--- src/rtl/jtag_csr_dr.sv ---
// JTAG data-register bank (BYPASS/IDCODE/CSR_ADDR/CSR_DATA/CSR_STAT) driving a single-outstanding CSR master.
// Optional macro JTAG_CSR_AUTOINC_EN: post-increment csr_addr on every completed access.
module jtag_csr_dr #(
  parameter int                IR_LEN      = 5,
  parameter int                ADDR_W      = 8,
  parameter int                DATA_W      = 32,
  parameter logic [31:0]       IDCODE_VAL  = 32'h1000_0001,
  parameter logic [IR_LEN-1:0] IDCODE_OP   = 5'h01,
  parameter logic [IR_LEN-1:0] CSR_ADDR_OP = 5'h08,
  parameter logic [IR_LEN-1:0] CSR_DATA_OP = 5'h09,
  parameter logic [IR_LEN-1:0] CSR_STAT_OP = 5'h0A
) (
  input  logic              tck,
  input  logic              rst,
  input  logic              tdi,
  input  logic              capdr,
  input  logic              shiftdr,
  input  logic              updatedr,
  input  logic [IR_LEN-1:0] curr_inst,
  output logic              tdo,
  output logic              csr_req,
  output logic              csr_we,
  output logic [ADDR_W-1:0] csr_addr,
  output logic [DATA_W-1:0] csr_wdata,
  input  logic              csr_ack,
  input  logic [DATA_W-1:0] csr_rdata
);

  typedef enum logic [2:0] {SEL_BYPASS, SEL_IDCODE, SEL_ADDR, SEL_DATA, SEL_STAT} sel_t;
  typedef enum logic {ST_IDLE, ST_PEND} state_t;

  sel_t              w_sel;
  state_t            r_state, w_state_next;
  logic              r_bypass;
  logic [31:0]       r_idcode;
  logic [ADDR_W:0]   r_addr_dr;
  logic [DATA_W-1:0] r_data_dr;
  logic [2:0]        r_stat_dr;
  logic              r_tdo;
  logic              w_dr_lsb;
  logic              r_we, w_we_next;
  logic [ADDR_W-1:0] r_addr, w_addr_next;
  logic [DATA_W-1:0] r_wdata, w_wdata_next;
  logic [DATA_W-1:0] r_rd_buf, w_rd_buf_next;
  logic              r_rd_valid, w_rd_valid_next;
  logic              r_overrun, w_overrun_next;
  logic              w_ack, w_upd_addr, w_upd_data, w_upd_stat, w_cap_data;

  always_comb begin
    w_sel = SEL_BYPASS;
    if (curr_inst == IDCODE_OP)        w_sel = SEL_IDCODE;
    else if (curr_inst == CSR_ADDR_OP) w_sel = SEL_ADDR;
    else if (curr_inst == CSR_DATA_OP) w_sel = SEL_DATA;
    else if (curr_inst == CSR_STAT_OP) w_sel = SEL_STAT;
  end

  assign w_upd_addr = updatedr && (w_sel == SEL_ADDR);
  assign w_upd_data = updatedr && (w_sel == SEL_DATA);
  assign w_upd_stat = updatedr && (w_sel == SEL_STAT);
  assign w_cap_data = capdr && (w_sel == SEL_DATA);
  assign w_ack      = csr_ack && (r_state == ST_PEND);

  // Only the selected DR captures or shifts; the rest hold their contents.
  always_ff @(posedge tck) begin
    if (rst) begin
      r_bypass  <= 1'b0;
      r_idcode  <= IDCODE_VAL;
      r_addr_dr <= '0;
      r_data_dr <= '0;
      r_stat_dr <= '0;
    end else if (capdr) begin
      case (w_sel)
        SEL_IDCODE: r_idcode  <= IDCODE_VAL;
        SEL_ADDR:   r_addr_dr <= {~r_we, r_addr};
        SEL_DATA:   r_data_dr <= r_rd_buf;
        SEL_STAT:   r_stat_dr <= {r_rd_valid, r_overrun, (r_state == ST_PEND)};
        default:    r_bypass  <= 1'b0;
      endcase
    end else if (shiftdr) begin
      case (w_sel)
        SEL_IDCODE: r_idcode  <= {tdi, r_idcode[31:1]};
        SEL_ADDR:   r_addr_dr <= {tdi, r_addr_dr[ADDR_W:1]};
        SEL_DATA:   r_data_dr <= {tdi, r_data_dr[DATA_W-1:1]};
        SEL_STAT:   r_stat_dr <= {tdi, r_stat_dr[2:1]};
        default:    r_bypass  <= tdi;
      endcase
    end
  end

  always_comb begin
    case (w_sel)
      SEL_IDCODE: w_dr_lsb = r_idcode[0];
      SEL_ADDR:   w_dr_lsb = r_addr_dr[0];
      SEL_DATA:   w_dr_lsb = r_data_dr[0];
      SEL_STAT:   w_dr_lsb = r_stat_dr[0];
      default:    w_dr_lsb = r_bypass;
    endcase
  end

  always_ff @(negedge tck) begin
    if (rst)          r_tdo <= 1'b0;
    else if (shiftdr) r_tdo <= w_dr_lsb;
  end

  always_ff @(posedge tck) begin
    if (rst) begin
      r_state    <= ST_IDLE;
      r_we       <= 1'b0;
      r_addr     <= '0;
      r_wdata    <= '0;
      r_rd_buf   <= '0;
      r_rd_valid <= 1'b0;
      r_overrun  <= 1'b0;
    end else begin
      r_state    <= w_state_next;
      r_we       <= w_we_next;
      r_addr     <= w_addr_next;
      r_wdata    <= w_wdata_next;
      r_rd_buf   <= w_rd_buf_next;
      r_rd_valid <= w_rd_valid_next;
      r_overrun  <= w_overrun_next;
    end
  end

  // Clears are applied before sets so a coincident set always wins.
  always_comb begin
    w_state_next    = r_state;
    w_we_next       = r_we;
    w_addr_next     = r_addr;
    w_wdata_next    = r_wdata;
    w_rd_buf_next   = r_rd_buf;
    w_rd_valid_next = r_rd_valid;
    w_overrun_next  = r_overrun;
    if (w_cap_data)                  w_rd_valid_next = 1'b0;
    if (w_upd_stat && r_stat_dr[1])  w_overrun_next  = 1'b0;
    if (w_ack) begin
      w_state_next = ST_IDLE;
      if (!r_we) begin
        w_rd_buf_next   = csr_rdata;
        w_rd_valid_next = 1'b1;
      end
`ifdef JTAG_CSR_AUTOINC_EN
      w_addr_next = r_addr + ADDR_W'(1);
`endif
    end
    if ((r_state == ST_IDLE) || w_ack) begin
      if (w_upd_addr) begin
        w_addr_next = r_addr_dr[ADDR_W-1:0];
        if (r_addr_dr[ADDR_W]) begin
          w_we_next    = 1'b0;
          w_state_next = ST_PEND;
        end
      end else if (w_upd_data) begin
        w_wdata_next = r_data_dr;
        w_we_next    = 1'b1;
        w_state_next = ST_PEND;
      end
    end else if (w_upd_addr || w_upd_data) begin
      w_overrun_next = 1'b1;
    end
  end

  assign tdo       = r_tdo;
  assign csr_req   = (r_state == ST_PEND);
  assign csr_we    = r_we;
  assign csr_addr  = r_addr;
  assign csr_wdata = r_wdata;

endmodule

--- config.mk ---
export PLATFORM = sky130hd
export DESIGN_NAME = jtag_csr_dr
export DESIGN_NICKNAME = d
export VERILOG_FILES = /design/src/rtl/jtag_csr_dr.sv
export SDC_FILE = /design/constraint.sdc
export NUM_CORES = 1
export LEC_CHECK = 0
export ABC_AREA = 0
export BUFFER_PORTS_ARGS = -buffer_cell sky130_fd_sc_hd__buf_2
export CORE_UTILIZATION = 50
export CTS_BUF_LIST = sky130_fd_sc_hd__clkbuf_4 sky130_fd_sc_hd__clkbuf_8
export DETAILED_ROUTE_END_ITERATION = 7
export PLACE_DENSITY_LB_ADDON = 0.25
export SLEW_MARGIN = 10
export SYNTH_ARGS = -nofsm -noshare
export SYNTH_HDL_FRONTEND = slang
export SYNTH_SLANG_ARGS = --single-unit
--- constraint.sdc ---
create_clock -name tck -period 1.4 [get_ports tck]
set_input_delay 0.28 -clock tck [delete_from_list [all_inputs] [get_ports tck]]
set_output_delay 0.28 -clock tck [all_outputs]
set_load 0.02 [all_outputs]
==> flow_results.org, run 1 <==
** Clock network
- For this design, the CTS-stage hold fixing added 0 buffers.
- TritonCTS built the clock tree.
- For the worst-skew pair, the clock arrives at the later sink with an insertion delay of 440 ps.
- Clock tree synthesis found a total of 154 sinks.
- The number of clock buffers added by TritonCTS is 17.
- The root buffer cell chosen for the clock tree is clkbuf_8.
- Clock H-tree levels :: 4
- Clock-pin slew was measured on the worst setup and hold paths at roughly 80 ps.
- Maximum number of buffers from clock root to sink :: 2

** Yosys
- Prevailing post-synth register cell :: dfxtp_1
- Yosys warns :: 0
- Of the total synthesized cell area, the portion taken by full adders, half adders and majority gates is 0%.
- After technology mapping, the gate count stands at ~660.
- The number of nets in the synthesized netlist is between 700 and 800.
- By area, the combinational part of the netlist is dominated by simple AND/OR/NAND/NOR gates.
- Mean Syn Cell Area :: between 9 and 10 um^2
- Multiplexer fraction of the synthesized cell area :: 13.5%
- Fraction of synthesized cell area in xor and xnor cells :: 0%
- For this run, asynchronously set or reset flops after synthesis account for 0%.
- Leading cell type by number of instances after synthesis :: dfxtp_1
- Synthesized-area fraction occupied by ao, oa, aoi and oai cells :: roughly 14%
- The share of the Yosys chip area taken by registers is 49.2%.
- Cell type with the highest aggregate area in the netlist :: dfxtp_1
- Area fraction in and, or, nand and nor cells after synthesis :: 18.1%
- Number of different library cells in the post-synthesis netlist :: 35
- Synthesis inferred 154 register bits.
- The commonest cells after synthesis are dfxtp_1 (154), nand2_1 (96), mux2i_1 (82).
- After synthesis the cells add up to 6270 um^2.
- In this run, synthesis inferred 0 flip-flops with an integrated enable.
- After synthesis, the largest area contributor takes up 49.2% of total cell area.
- Ranked by total cell area, the synthesized netlist is headed by dfxtp_1 (49%), mux2i_1 (13%), a211oi_2 (6.6%).

** Flow run
- Number of max-cap violations :: 0

** Power
- Of the total power, the share spent switching nets is 21.5%.
- Pleak :: 3.21 nW
- Proportion of power drawn by the clock network :: 42.7%
- Highest ir drop seen on vdd :: 0.000639 V
- Combinational fraction of design power :: 5.4%
- Of the total power, registers draw between 50% and 60%.
- Power Density :: 1110 nW/um^2
- Internal power comes to roughly 6.7 mW.
- For this design the total switching power over the nets is 1.83 mW.
- Total design power :: 8.55 mW

** Worst setup path
- Broken down by cell family, the worst path's largest delay share belongs to flip-flops.
- Type of the worst setup path :: reg2out
- The slowest stage of the critical path is the dfxtp_2 cell.
- Worst endpoint required time :: about 1100 ps
- Nature of the critical path endpoint :: primary output
- List of cells traversed by the critical path :: buf_6
- For the worst setup path, the data arrival time is about 1600 ps.
- The startpoint identified for the worst register-to-register timing path is r_data_dr[0].
- Buffer and inverter count on the worst path :: 1
- Maximum fanout along the worst path :: 2
- The worst register-to-register path has a depth of 4.
- The largest single stage delay on the critical path is 310 ps.
- Slack of the worst reg-to-reg path :: -260 ps
- Category of the worst setup path launch point :: flop
- In this run the critical register-to-register path is captured at tdo.

** Worst hold path
- For hold timing, the worst endpoint is r_rd_buf[16].
- Classification of the worst-slack hold path :: in2reg
- The startpoint identified for the worst hold timing path is csr_rdata[16].
- Along the worst hold path, the cell count comes to 3.

** Place
- HPWL after detailed placement :: 8330 um
- Setup slack at placement :: -501 ps
- In this run the tool buffered the top-level ports with 86 buffer cells.
- Gpl congestion :: between 0.7 and 0.8

** Layout
- The number of antenna diodes in the final layout is 0.
- Ratio of cells with drive above 1 in the final layout :: 30.2%
- In the final design database the tool counted 789 nets.
- Synth-to-layout area growth :: 22.5%

** Detailed routing
- Via count :: 4856
- For this run, the detailed router's first-pass iteration total came to 4.
- After detailed routing, the average wire length per cell comes to 14.3 um.
- Once detail routing completed, the nets flagged for antenna violations numbered 0.
- Routed WL :: 13200 um
- Post-route DRC :: 0
- Via-per-instance ratio :: 5.26
- The detailed router finished its first iteration with about 230 violations.

** Floorplan
- The die covers 13000 um^2.
- Once the floorplan was initialized, standard cells occupied slightly above 50% of the core.
- The initialized floorplan defines 40 standard-cell rows.
- In this run the standard cell core region covers 12100 um^2.
- The die is roughly 110 um tall.
- I/O pin count :: 87
- The die is between 100 and 150 um wide.

** Global route
- Number of global-route vias before repair :: 4748
- Global routing finished with a remaining overflow of 0.
- The number of antenna violations at the first check in global routing came to 0.
- Maximum number of pins on one net before global-route repair :: 100
- The first global-routing pass estimated roughly 22000 um of wire.
- Overall track demand over capacity in global routing :: 21.4%

** Timing
- Pins over their slew limit :: 0
- Fin Clk Skew :: 9.77 ps
- Measured slew at the worst slew-check pin :: between 600 and 700 ps
- Hold timing on the final database bottoms out at a slack of roughly 67 ps.
- Final hold vios :: 0
- In the post-route analysis, the smallest setup slack over all paths is -449 ps.
- Final number of setup-violating endpoints :: 2
- RSZ-0062 raised after global routing :: true
- Slew Limit Headroom :: 59.2%

** Outcome
- Failing checks :: negative setup slack
- Status :: finished, violations left
-- cell type report --
type | count | area [um^2]
multi-input cells | 445 | 3050
repair buffers | 123 | 885
flip-flops and latches | 154 | 3090
inverters | 3 | 11.3
clock inverters | 9 | 146
well taps | 168 | 210
fillers | 1078 | 4430
clock buffers | 22 | 290
-- timing repair --
item | CTS | global route
pin swaps | 1 | 2
endpoints found under the setup margin | 2 | 3
resized for setup | 5 | 3
setup buffers | 1 | 0
-- worst reg2reg max path, stage by stage, from the launching register on --
cell and delay [ps]:
dfxtp_2 350, mux2i_1 70, o21ai_1 130, nand2_1 80, a311oi_2 230
-- power groups by stage --
stage	registers, mW	logic [mW]	clock network, mW
4_1_cts	4.44	0.465	3.72
6_report	4.44	0.464	3.65
3_5_place_dp	4.54	0.458	0.00894
2_1_floorplan	4.53	0.291	0.00894
5_1_grt	4.44	0.501	3.91
3_3_place_gp	4.54	0.448	0.00894
-- state kept, by name, indices dropped and copies added (netlist names) --
register and cells:
r_overrun 1, r_idcode 32, csr_wdata 32, tdo 1, r_rd_buf 32, csr_req 1
r_bypass 1, r_rd_valid 1, r_data_dr 32, csr_we 1, csr_addr 8, r_addr_dr 9
r_stat_dr 3
-- metal layers --
layer	share of wire, %	global-route usage, %	up-vias
met4	1.1	7.79	0
li1	-	-	2425
met5	0	0	-
met2	49	36.3	74
met1	47	26.9	2345
met3	3.0	4.57	12
-- per-stage QoR --
| step | cells | TNS, ps | utilization [%] | cell area, um^2 |
|---|---|---|---|---|
| finish | 924 | -709 | 63.4 | 7680 |
| global route | 924 | -828 | 63.4 | 7680 |
| CTS | 924 | -765 | 63.3 | 7670 |
| detailed placement | 893 | -22390 | 59.6 | 7220 |
| global placement | 893 | -17470 | 59.6 | 7220 |
| floorplan | 658 | -2440 | - | 6510 |
-- cell families (layout without fill, tap and decap cells) --
kind of cell    Yosys count  after routing
compound gates          121            121
simple gates            240            240
mux                      84             84
flops                   154            154
buf+inv                  59            157
-- layout by cell type, fill, tap and decap left out, drive strengths merged, types with 5 or more instances in the layout --
| cell type | Yosys | routed |
|---|---|---|
| dfxtp | 154 | 154 |
| buf | 23 | 123 |
| nand2 | 96 | 96 |
| nor2 | 89 | 89 |
| mux2i | 82 | 82 |
| a21oi | 69 | 69 |
| a211oi | 42 | 42 |
| nand3b | 30 | 30 |
| clkbuf | 32 | 22 |
| nand3 | 5 | 5 |
-- worst max-delay path by stage --
stage,start,slack (ps),depth (start not counted),endpoint
final,tdo,-450,1,tdo
after global routing,tdo,-510,1,tdo
after CTS,tdo,-470,1,tdo
after detailed placement,curr_inst[2],-500,5,tdo
after global placement,curr_inst[0],-410,5,tdo
after floorplan,curr_inst[1],-430,5,tdo
No activity file was read; power rests on OpenSTA's default activity.
==> run 2, diff against run 1 <==
- CORE_MARGIN: unset -> 10
==> run 2 against run 1 <==
Compared with the run above:
- the flow still finishes with violations (negative setup slack)
- via count decreased by 0.43%
- routed wire length grew 5.4%
- final cell count increased by 0.76%
- utilization increased by 0.16 points
- combinational power rose by 2%
- critical path depth unchanged
- power increased by 0.52%
- die area rose by 34%
- sequential power barely moved
- worst setup slack worse by 6.7 ps
- largest cell class unchanged
==> flow_results.org, run 2 (synthesis gave the netlist of run 1 again) <==
** Outcome
- Status :: finished, violations left
- Failing checks :: negative setup slack

** Layout
- Net count, final :: 795 (+0.76%)
- In the layout the commonest cells are dfxtp_1 (151), nand2_1 (96), mux2i_1 (82), buf_2 (82), a21oi_1 (69).
- The number of standard cells in the final layout excluding fillers is 931 (+0.76%).
- Leaving out fill and tap cells, the most frequent cell in the layout is dfxtp_1.
- The footprint of the multi-input gates was 3050 um^2 (unchanged).
- The antenna diode count was 0 (unchanged).
- The share of the core filled with cells in the final layout came to 63.6% (+0.16 points).
- The ratio of cells with drive above 1 in the final layout is 30.7% (+0.51 points).
- Register Area :: 3090 um^2 (unchanged)
- From synthesis to final layout, the design area changed by 23.3%.
- FILL cells :: 1018 (-5.6%)

** Clock network
- TritonCTS built the clock tree.
- CTS Root Buffer Type :: clkbuf_8
- The CTS H-tree depth was 4 (unchanged).
- The count of clock tree sinks is 154 (unchanged).
- Number of buffers added by the clock tree synthesis step :: 17 (unchanged)
- Clock Pin Slew Worst Setup and Hold Paths :: 70 ps (about the same)
- Total of hold buffers inserted after clock tree synthesis :: 0 (unchanged)
- Maximum number of buffers from clock root to sink :: 2 (unchanged)
- The source-to-sink clock delay at the later pin of the worst-skew pair was 450 ps (about the same).

** Global route
- The number of global-route vias before repair was 4877 (+2.7%).
- The number of antenna violations at the first check in global routing is 0 (unchanged).
- Maximum number of pins on one net before global-route repair :: 92 (-8.0%)
- Overall track demand over capacity in global routing :: 16.1% (-5.3 points)
- Wire length of the first global-routing pass :: 23600 um (+6.5%)
- The total congestion overflow after global routing came to 0 (unchanged).

** Worst setup path
- Type of the worst setup path :: reg2out
- Category of the worst setup path launch point :: flop
- The worst setup path is captured at a primary output.
- The required time of the worst setup path came to 1120 ps (about the same).
- Kind of cell with the highest combined delay on the critical path :: flip-flops
- Critical-path cell with the highest stage delay :: dfxtp_2
- The count of buffering cells on the critical path with inverters included was 1 (unchanged).
- Walking the worst path, the cells encountered are buf_6.
- The data arrival time at the worst-slack endpoint was 1580 ps (about the same).
- Delay of the slowest cell on the worst path :: 310 ps (about the same)
- Maximum fanout along the worst path :: 2 (unchanged)

** Power
- The worst ir drop on vdd was 0.000666 V (+4.2%).
- Pleak :: 3.25 nW (+1.2%)
- The total power per unit cell area is 1110 nW/um^2 (-0.14%).

** Detailed routing
- Detailed Routing Iterations Pass 1 :: 4 (unchanged)
- Post-route DRC :: 0 (unchanged)
- Initial DRC count :: 340 (+50%)
- Routed WL :: 13900 um (+5.4%)
- Via-per-instance ratio :: 5.19 (-1.2%)
- Final antenna-violating net count :: 0 (unchanged)
- Via count :: 4835 (-0.43%)
- Routed WL per cell :: 14.9 um (+4.6%)

** Place
- The last weighted congestion value of the routability-driven placer came to 0.818 (+2.6%).
- HPWL after detailed placement :: 9350 um (+12%)
- The count of input and output buffers came to 86 (unchanged).
- The cell count after placement came to 898 (+0.56%).

** Floorplan
- The die height came to 132 um (+16%).
- The row count is 40 (unchanged).
- The count of pins on the block boundary came to 87 (unchanged).
- Die W :: 132 um (+16%)
- Initial Utilization :: 51.5% (-0.21 points)
- The placeable core region was 12200 um^2 (+0.41%).
- The die area is 17400 um^2 (+34%).

** Timing
- The final hold slack came to 65.3 ps (-1.78 ps).
- The setup clock skew after layout came to 10.8 ps (+0.983 ps).
- The transition time at the pin with the least slew margin came to 434 ps (-178 ps).
- Slew Limit Headroom :: 71.1% (+12 points)
- Final number of setup-violating endpoints :: 2 (unchanged)
- Setup repair after global routing could not meet its margin everywhere.
- The final worst-path setup slack was -455 ps (-6.72 ps).
- The final count of hold timing violations is 0 (unchanged).
- The max-slew violation count is 0 (unchanged).

** Worst hold path
- The worst hold path belongs to the class in2reg.

** Flow run
- Number of max-cap violations :: 0 (unchanged)
## run 2: cell count changes in the layout (fill, tap and decap cells not counted)
cell,delta
buf_4,+6
clkinvlp_2,-1
clkbuf_4,+1
clkinv_1,+1
## run 2: where the power goes
group | internal [mW] | switching, mW
combinational | 0.219 | 0.256
sequential | 4.41 | 0.0286
clock | 2.13 | 1.56
## run 2: layer usage
metal | GRT usage (%) | wire [um] | vias up
li1 | - | - | 2438
met1 | 19.7 | 6330 | 2293
met2 | 25.8 | 6740 | 90
met3 | 5.11 | 661 | 14
met4 | 6.18 | 169 | 0
met5 | 0 | 0 | -
## run 2: final timing paths
kind	start	end	slack (ps)	depth (start not counted)
worst max-delay path	tdo	tdo	-460	1
worst min-delay path	csr_rdata[3]	r_rd_buf[3]	70	3
worst max register to register	r_data_dr[0]	tdo	-220	4
worst min register to register	r_idcode[19]	r_idcode[19]	450	2
## run 2: repair_timing
action,CTS,global route
setup endpoints to repair,2,3
hold endpoints to repair,0,0
pin swaps,1,0
gates cloned,0,0
buffers inserted,2,0
resized for setup,5,3
## run 2: cell type report
| type | instances | share of cell area (%) |
|---|---|---|
| well taps | 168 | 2.72 |
| repair buffers | 129 | 12.0 |
| multi-input cells | 445 | 39.5 |
| clock buffers | 23 | 3.85 |
| inverters | 3 | 0.146 |
| clock inverters | 9 | 1.88 |
| flip-flops and latches | 154 | 39.9 |
## run 2: per-stage QoR
step | instance area (um^2) | setup TNS (ps) | power, mW | worst slack (ps)
after global placement | 7260 | -16730 | 5.01 | -415
after detailed placement | 7260 | -23190 | 5.02 | -507
after floorplan | 6510 | -2440 | 4.83 | -433
final | 7730 | -672 | 8.60 | -455
after global routing | 7730 | -782 | 8.90 | -511
after CTS | 7720 | -723 | 8.66 | -477
